[src/rtl/nibble_gearbox_10to4.sv]
// Width down-converter: 10-bit words in, the same bit stream out LSB-first as 4-bit nibbles.
// Valid/ready on both sides; a flush pulse zero-pads a trailing partial nibble.
module nibble_gearbox_10to4 #(
  parameter int CNT_W = 16
) (
  input  logic             clk,
  input  logic             rst,
  input  logic [9:0]       in_data,
  input  logic             in_valid,
  output logic             in_ready,
  output logic [3:0]       out_data,
  output logic             out_valid,
  input  logic             out_ready,
  input  logic             flush,
  output logic             busy,
  output logic [CNT_W-1:0] nib_count
);

  typedef enum logic {
    IDLE  = 1'b0,
    FLUSH = 1'b1
  } state_t;

  state_t           state, state_next;
  logic [15:0]      bit_buf, bit_buf_next;
  logic [4:0]       count, count_next;
  logic [CNT_W-1:0] nib_cnt_q;

  logic             push, pop;
  logic [15:0]      shifted;
  logic [15:0]      word_ext;
  logic [4:0]       base;

  // Ready is held low throughout a flush so no new bits can join the padded residue.
  assign in_ready  = !rst && (state == IDLE) && (count <= 5'd6);
  assign out_valid = !rst && (count >= 5'd4);
  assign out_data  = rst ? 4'h0 : bit_buf[3:0];
  assign busy      = !rst && ((count != 5'd0) || (state == FLUSH));
  assign nib_count = nib_cnt_q;

  assign push = in_valid && in_ready;
  assign pop  = out_valid && out_ready;

  // NOTE: every always_comb output gets a default first, so no path can infer a latch.
  always_comb begin
    state_next   = state;
    shifted      = pop ? {4'h0, bit_buf[15:4]} : bit_buf;
    base         = pop ? (count - 5'd4) : count;
    word_ext     = {6'h00, in_data};
    bit_buf_next = shifted;
    count_next   = base;

    // A push lands right after the surviving bits; base never exceeds 6 here.
    if (push) begin
      bit_buf_next = shifted | (word_ext << base);
      count_next   = base + 5'd10;
    end

    case (state)
      IDLE: begin
        if (flush) state_next = FLUSH;
      end
      FLUSH: begin
        // Bits above count are already zero, so padding is just a count bump.
        if (count == 5'd0)     state_next = IDLE;
        else if (count < 5'd4) count_next = 5'd4;
      end
      default: state_next = IDLE;
    endcase
  end

  // NOTE: sequential state uses non-blocking assignments so every register samples pre-edge values.
  always_ff @(posedge clk) begin
    if (rst) begin
      state     <= IDLE;
      bit_buf   <= 16'h0000;
      count     <= 5'd0;
      nib_cnt_q <= '0;
    end else begin
      state     <= state_next;
      bit_buf   <= bit_buf_next;
      count     <= count_next;
      if (pop) nib_cnt_q <= nib_cnt_q + CNT_W'(1);
    end
  end

endmodule

[config.mk]
export PLATFORM = sky130hd
export DESIGN_NAME = nibble_gearbox_10to4
export DESIGN_NICKNAME = d
export VERILOG_FILES = /design/src/rtl/nibble_gearbox_10to4.sv
export SDC_FILE = /design/constraint.sdc
export NUM_CORES = 1
export LEC_CHECK = 0
export CAP_MARGIN = 20
export CORE_MARGIN = 2
export CORE_UTILIZATION = 48
export CTS_CLUSTER_DIAMETER = 120
export CTS_CLUSTER_SIZE = 8
export DETAILED_ROUTE_END_ITERATION = 6
export GPL_TIMING_DRIVEN = 0
export PLACE_DENSITY = 0.73
export SETUP_SLACK_MARGIN = 0.3
export SLEW_MARGIN = 20
export SYNTH_ARGS = -nofsm -noshare
export SYNTH_HDL_FRONTEND = slang
export SYNTH_SLANG_ARGS = --single-unit
export TNS_END_PERCENT = 1
[constraint.sdc]
create_clock -name clk -period 2 [get_ports clk]
set_clock_uncertainty 0.2 [all_clocks]
set_input_delay 0.4 -clock clk [delete_from_list [all_inputs] [get_ports clk]]
set_output_delay 0.4 -clock clk [all_outputs]
set_load 0.05 [all_outputs]
Yosys cells after proc, flatten, opt, wreduce, memory -nomap -nowiden
Cells that the tools add are included.

Output and inout port bits: 23. Word-level logic and storage cells: 34. Flip-flop bits (word level): 38.

Muxes and demuxes: 11. Add/sub/neg operators: 3. Shifts and indexed selects: 1. Bitwise gates (word level): 2. Reduce and logical (&&, ||, !) cells: 10. Magnitude comparators: 3.

Operators with widths (count): two-way mux 16 bit (2); two-way mux 5 bit (5); adder 16 x 1 -> 16 bit, second input constant (1); bitwise OR 16 bit (1); << shifter 10 x 5 -> 16 bit (1); logical AND 1 bit (6); adder 5 x 4 -> 5 bit, second input constant (1); >= comparator 5 x 3 -> 1 bit, second input constant (1); less-or-equal comparator 5 x 3 -> 1 bit, second input constant (1); logical NOT 5 bit (1); less-than comparator 5 x 3 -> 1 bit, second input constant (1); nonzero test 5 bit (1); subtractor 5 x 3 -> 5 bit, second input constant (1); two-way mux 4 bit (1); two-way mux 1 bit (2); one-hot mux 1 bit (2 select lines) (1); logical NOT 1 bit (1); logical OR 1 bit (1); inverter 1 bit (1).

Logic depth before layout (Yosys ltp)
Depth after elaboration: 9. Mapped depth: 9.

Least setup slack after synthesis
OpenSTA, ideal clock, no wires.

Path type: input -> output. From: input rst. To: output busy. Cell stages on the path: 4. Arrival: 1606 ps. Path slack: -206 ps. Data required time: 1400 ps. Buffers on the path: 3. Cell sequence: buf_6 clkbuf_1 clkbuf_1 nor2_1.

Cells in the longest elaborated chain, start to end: 2.

RTL lines: start, declared (RTL line 7) `input logic rst,`; logical NOT 1 bit (RTL line 38) `assign busy = !rst && ((count != 5'd0) || (state == FLUSH));`; logical AND 1 bit (RTL line 38); end, declared (RTL line 15) `output logic busy,`.

No other way between the ends.

Final worst setup path
From: register count[3]. To: output in_ready.

Cells in the longest elaborated chain, start to end: 2.

RTL lines: start, declared (RTL line 26) `logic [4:0] count, count_next;`; start signal, assigned (RTL line 82) `count <= count_next;`; less-or-equal comparator 5 x 3 -> 1 bit (RTL line 35) `assign in_ready = !rst && (state == IDLE) && (count <= 5'd6);`; logical AND 1 bit (RTL line 35); end, declared (RTL line 10) `output logic in_ready,`.

No other way between the ends.

==> qor.yml <==
cts:
  clk_pin_slew_worst_paths_ps: 80
  htree_levels: 2
  hold_buffers: 0
  clk_latency_ps: 290
  root_buffer: "clkbuf_8"
  tritoncts: "yes"
  clock_sinks: 37
  clk_path_buf_depth: 2
  cts_buffers: 5
timing:
  max_freq_mhz: 499.8
  drv_slew: 0
  setup_slack_ps: -0.7372
  period_needed_ps: 2001
  rsz0062_at_grt: "yes"
  tightest_slew_ps: 721.6
  setup_viol: 2
  period_share_pct: 100.0
  relSlewSlack_pct: 51.89
  final_hold_viol_count: 0
detailed_routing:
  drc: 0
  routed_via_density: 5.736
  dr.first_iter.drc_count: 136
  ant_nets: 0
  drtPass1Iterations: 4
  wire_per_inst_um: 15.34
  vias: 2151
  wirelength_um: 5752
placed_design:
  io_buffers: 36
  dpl.hpwl_um: 3890
  gp_congestion: 0.8549
  pre_cts_ws_ps: -779.5
global_route:
  grt_util_all_layers_pct: 22.57
  grt_antenna_before_repair: 0
  grt_overflow_total: 0
  grt_pass1_vias: 1926
  grt_pass1_wl_um: 9328
  grt_max_degree: 12
synth:
  yosysWarnings: 0
  postSynthAreaPerCell_um2: 8.584
  synth_seq_cells: 37
  synth_top_family_by_area: "simple AND/OR/NAND/NOR gates"
  syn-num-nets: 278
  yosys.cell_types.count: 46
  synthArstFlopShare_pct: 0
  synth-simple-area-share_pct: 27.29
  synth_compound_area_share_pct: 18.36
  syn_inst: 258
  synthMuxAreaShare_pct: 7.684
  synth-edff-count: 0
  synth_flop_cell: "dfxtp_1"
  synth-xor-area-share_pct: 5.932
  syn_area_mm2: 0.002215
  synthAdderAreaFrac_pct: 2.825
  yosysSeqAreaShare_pct: 33.45
worst_hold_path:
  worstHoldPathType: "input port to register"
  min_path_cells: 3
  hp-start: "rst"
job:
  maxCapViolCount: 0
worst_setup_path:
  crit_path_end: "in_ready"
  worst-endpoint-arrival_ps: 1400
  reg2reg_to: "bit_buf[8]"
  start_kind: "register"
  crit_path_start: "count[3]"
  slowest_stage: "dfxtp_4"
  worstPathMaxFanout: 6
  rr_startpoint: "count[2]"
  ff2ff_path_depth: 8
  rrSetupSlack_ps: -0.7
  cp-end-kind: "primary output"
  crit_chain: "inv_6, ha_4, and2_4, o21a_1, buf_6"
  crit_type: "register to primary output"
  max_stage_delay_ps: 400
  crit_required_ps: 1400
power_and_ir_drop:
  p_leak_nw: 1.145
  finalPower_mw: 3.371
  max-vdd-ir-drop_v: 0.0007604
  power_density_mw_per_mm2: 1119
final_layout:
  finalNetCount: 342
  syn_to_final_growth_pct: 36.05
  drive_gt1_share_pct: 35.60
  antenna_cells: 0
outcome:
  violations: "setup timing"
  status: "finished, violations left"
floorplanning:
  fp.dieH_um: 71.93
  num_rows: 24
  initial_core_util_pct: 50.17
  die_w_um: 71.93
  num_io_pins: 38
  die_area_mm2: 0.005173
  coreArea_mm2: 0.004414
layer usage:
metal	track usage, %	share of wire [%]
met2	36.32	47
met1	31.03	45
met5	0	0
met4	7.547	1.9
met3	3.611	5.5
layout make-up:
cell class                 instances  area (µm²)
timing repair buffer              57       427.9
inverter                           7       38.79
clock inverter                     2       10.01
clock buffer                       6       72.57
multi-input combinational        202        1548
tap                               52       65.06
buffer                            12       96.34
sequential                        37       754.5
fill                             365        1401
where the power goes:
part           leakage, nW  internal, mW  switching [mW]
Combinational        0.795         0.835            1.10
Sequential           0.305         0.842          0.0765
Clock               0.0450         0.242           0.272
Total                 1.14          1.92            1.45
Yosys cell counts, types with 6 or more instances:
cell / instances / area, µm²
dfxtp_1: 37 / 740.7
nor2_1: 28 / 105.1
nand3_1: 22 / 110.1
nand2_1: 20 / 75.07
mux2i_1: 17 / 170.2
o21ai_0: 14 / 70.07
xnor2_1: 10 / 87.58
o31a_1: 8 / 70.07
a221oi_2: 7 / 105.1
nand2b_1: 7 / 43.79
nor3_1: 7 / 35.03
inv_1: 6 / 22.52
placed cells by master (no fill, tap or decap), types with 4 or more instances in the layout:
master	Yosys	final
dfxtp_1	37	28
buf_4	2	26
nor2_1	28	26
nand3_1	22	21
nand2_1	20	19
clkbuf_2	0	16
mux2i_1	17	14
o21ai_0	14	13
clkdlybuf4s50_1	0	12
xnor2_1	10	10
o31a_1	8	8
dfxtp_2	0	8
a221oi_2	7	7
buf_6	2	6
nand4_1	5	5
xor2_1	5	5
nor3_1	7	5
a21oi_1	5	5
clkbuf_8	0	5
nor3_4	2	4
nand2b_4	1	4
nor2_4	1	4
nor2b_2	0	4
inv_1	6	4
nand2b_1	7	4
a31oi_1	4	4
worst max-delay path, delay by kind of cell (launching register included):
| kind | cells | cell delay [ps] |
|---|---|---|
| buffers and inverters | 2 | 210 |
| flip-flops | 1 | 400 |
| AO/OA/AOI/OAI | 1 | 190 |
| adder cells (fa/ha/maj) | 1 | 150 |
| AND/OR/NAND/NOR | 1 | 160 |
state kept, by name (all words and copies together) (netlist names):
register	flops
state	1
bit_buf	16
nib_count	16
count	4
how the worst min path moves through the flow:
stage	endpoint	slack, ps
6_report	nib_count[1]	240
3_3_place_gp	nib_count[15]	250
5_1_grt	nib_count[1]	260
3_5_place_dp	nib_count[15]	260
2_1_floorplan	bit_buf[7]	250
4_1_cts	nib_count[1]	230
stage by stage:
stage / hold slack, ps / cells / cell area [µm²] / TNS (ps) / utilization [%]
2_1_floorplan: 254.7 / 258 / 2256 / 0 / -
3_3_place_gp: 250.4 / 346 / 2681 / -16190 / 60.74
3_5_place_dp: 257.5 / 346 / 2681 / -16570 / 60.74
4_1_cts: 229.0 / 367 / 2945 / 0 / 66.72
5_1_grt: 265.0 / 375 / 3013 / -407.7 / 68.25
6_report: 238.2 / 375 / 3013 / -1.104 / 68.25
cells by family after synthesis:
kind of cell / count (synthesis)
adder cells (fa/ha/maj): 5
multiplexers: 17
buffers and inverters: 19
flip-flops: 37
AND/OR/NAND/NOR: 114
AO/OA/AOI/OAI: 51
XOR/XNOR: 15
repair_timing:
| action | 4_1_cts | 5_1_grt |
|---|---|---|
| setup endpoints to repair | 59 | 59 |
| buffers inserted | 13 | 8 |
| resized for setup | 66 | 70 |
| pin swaps | 5 | 15 |
Note: power is estimated with default switching activity, not from simulation.
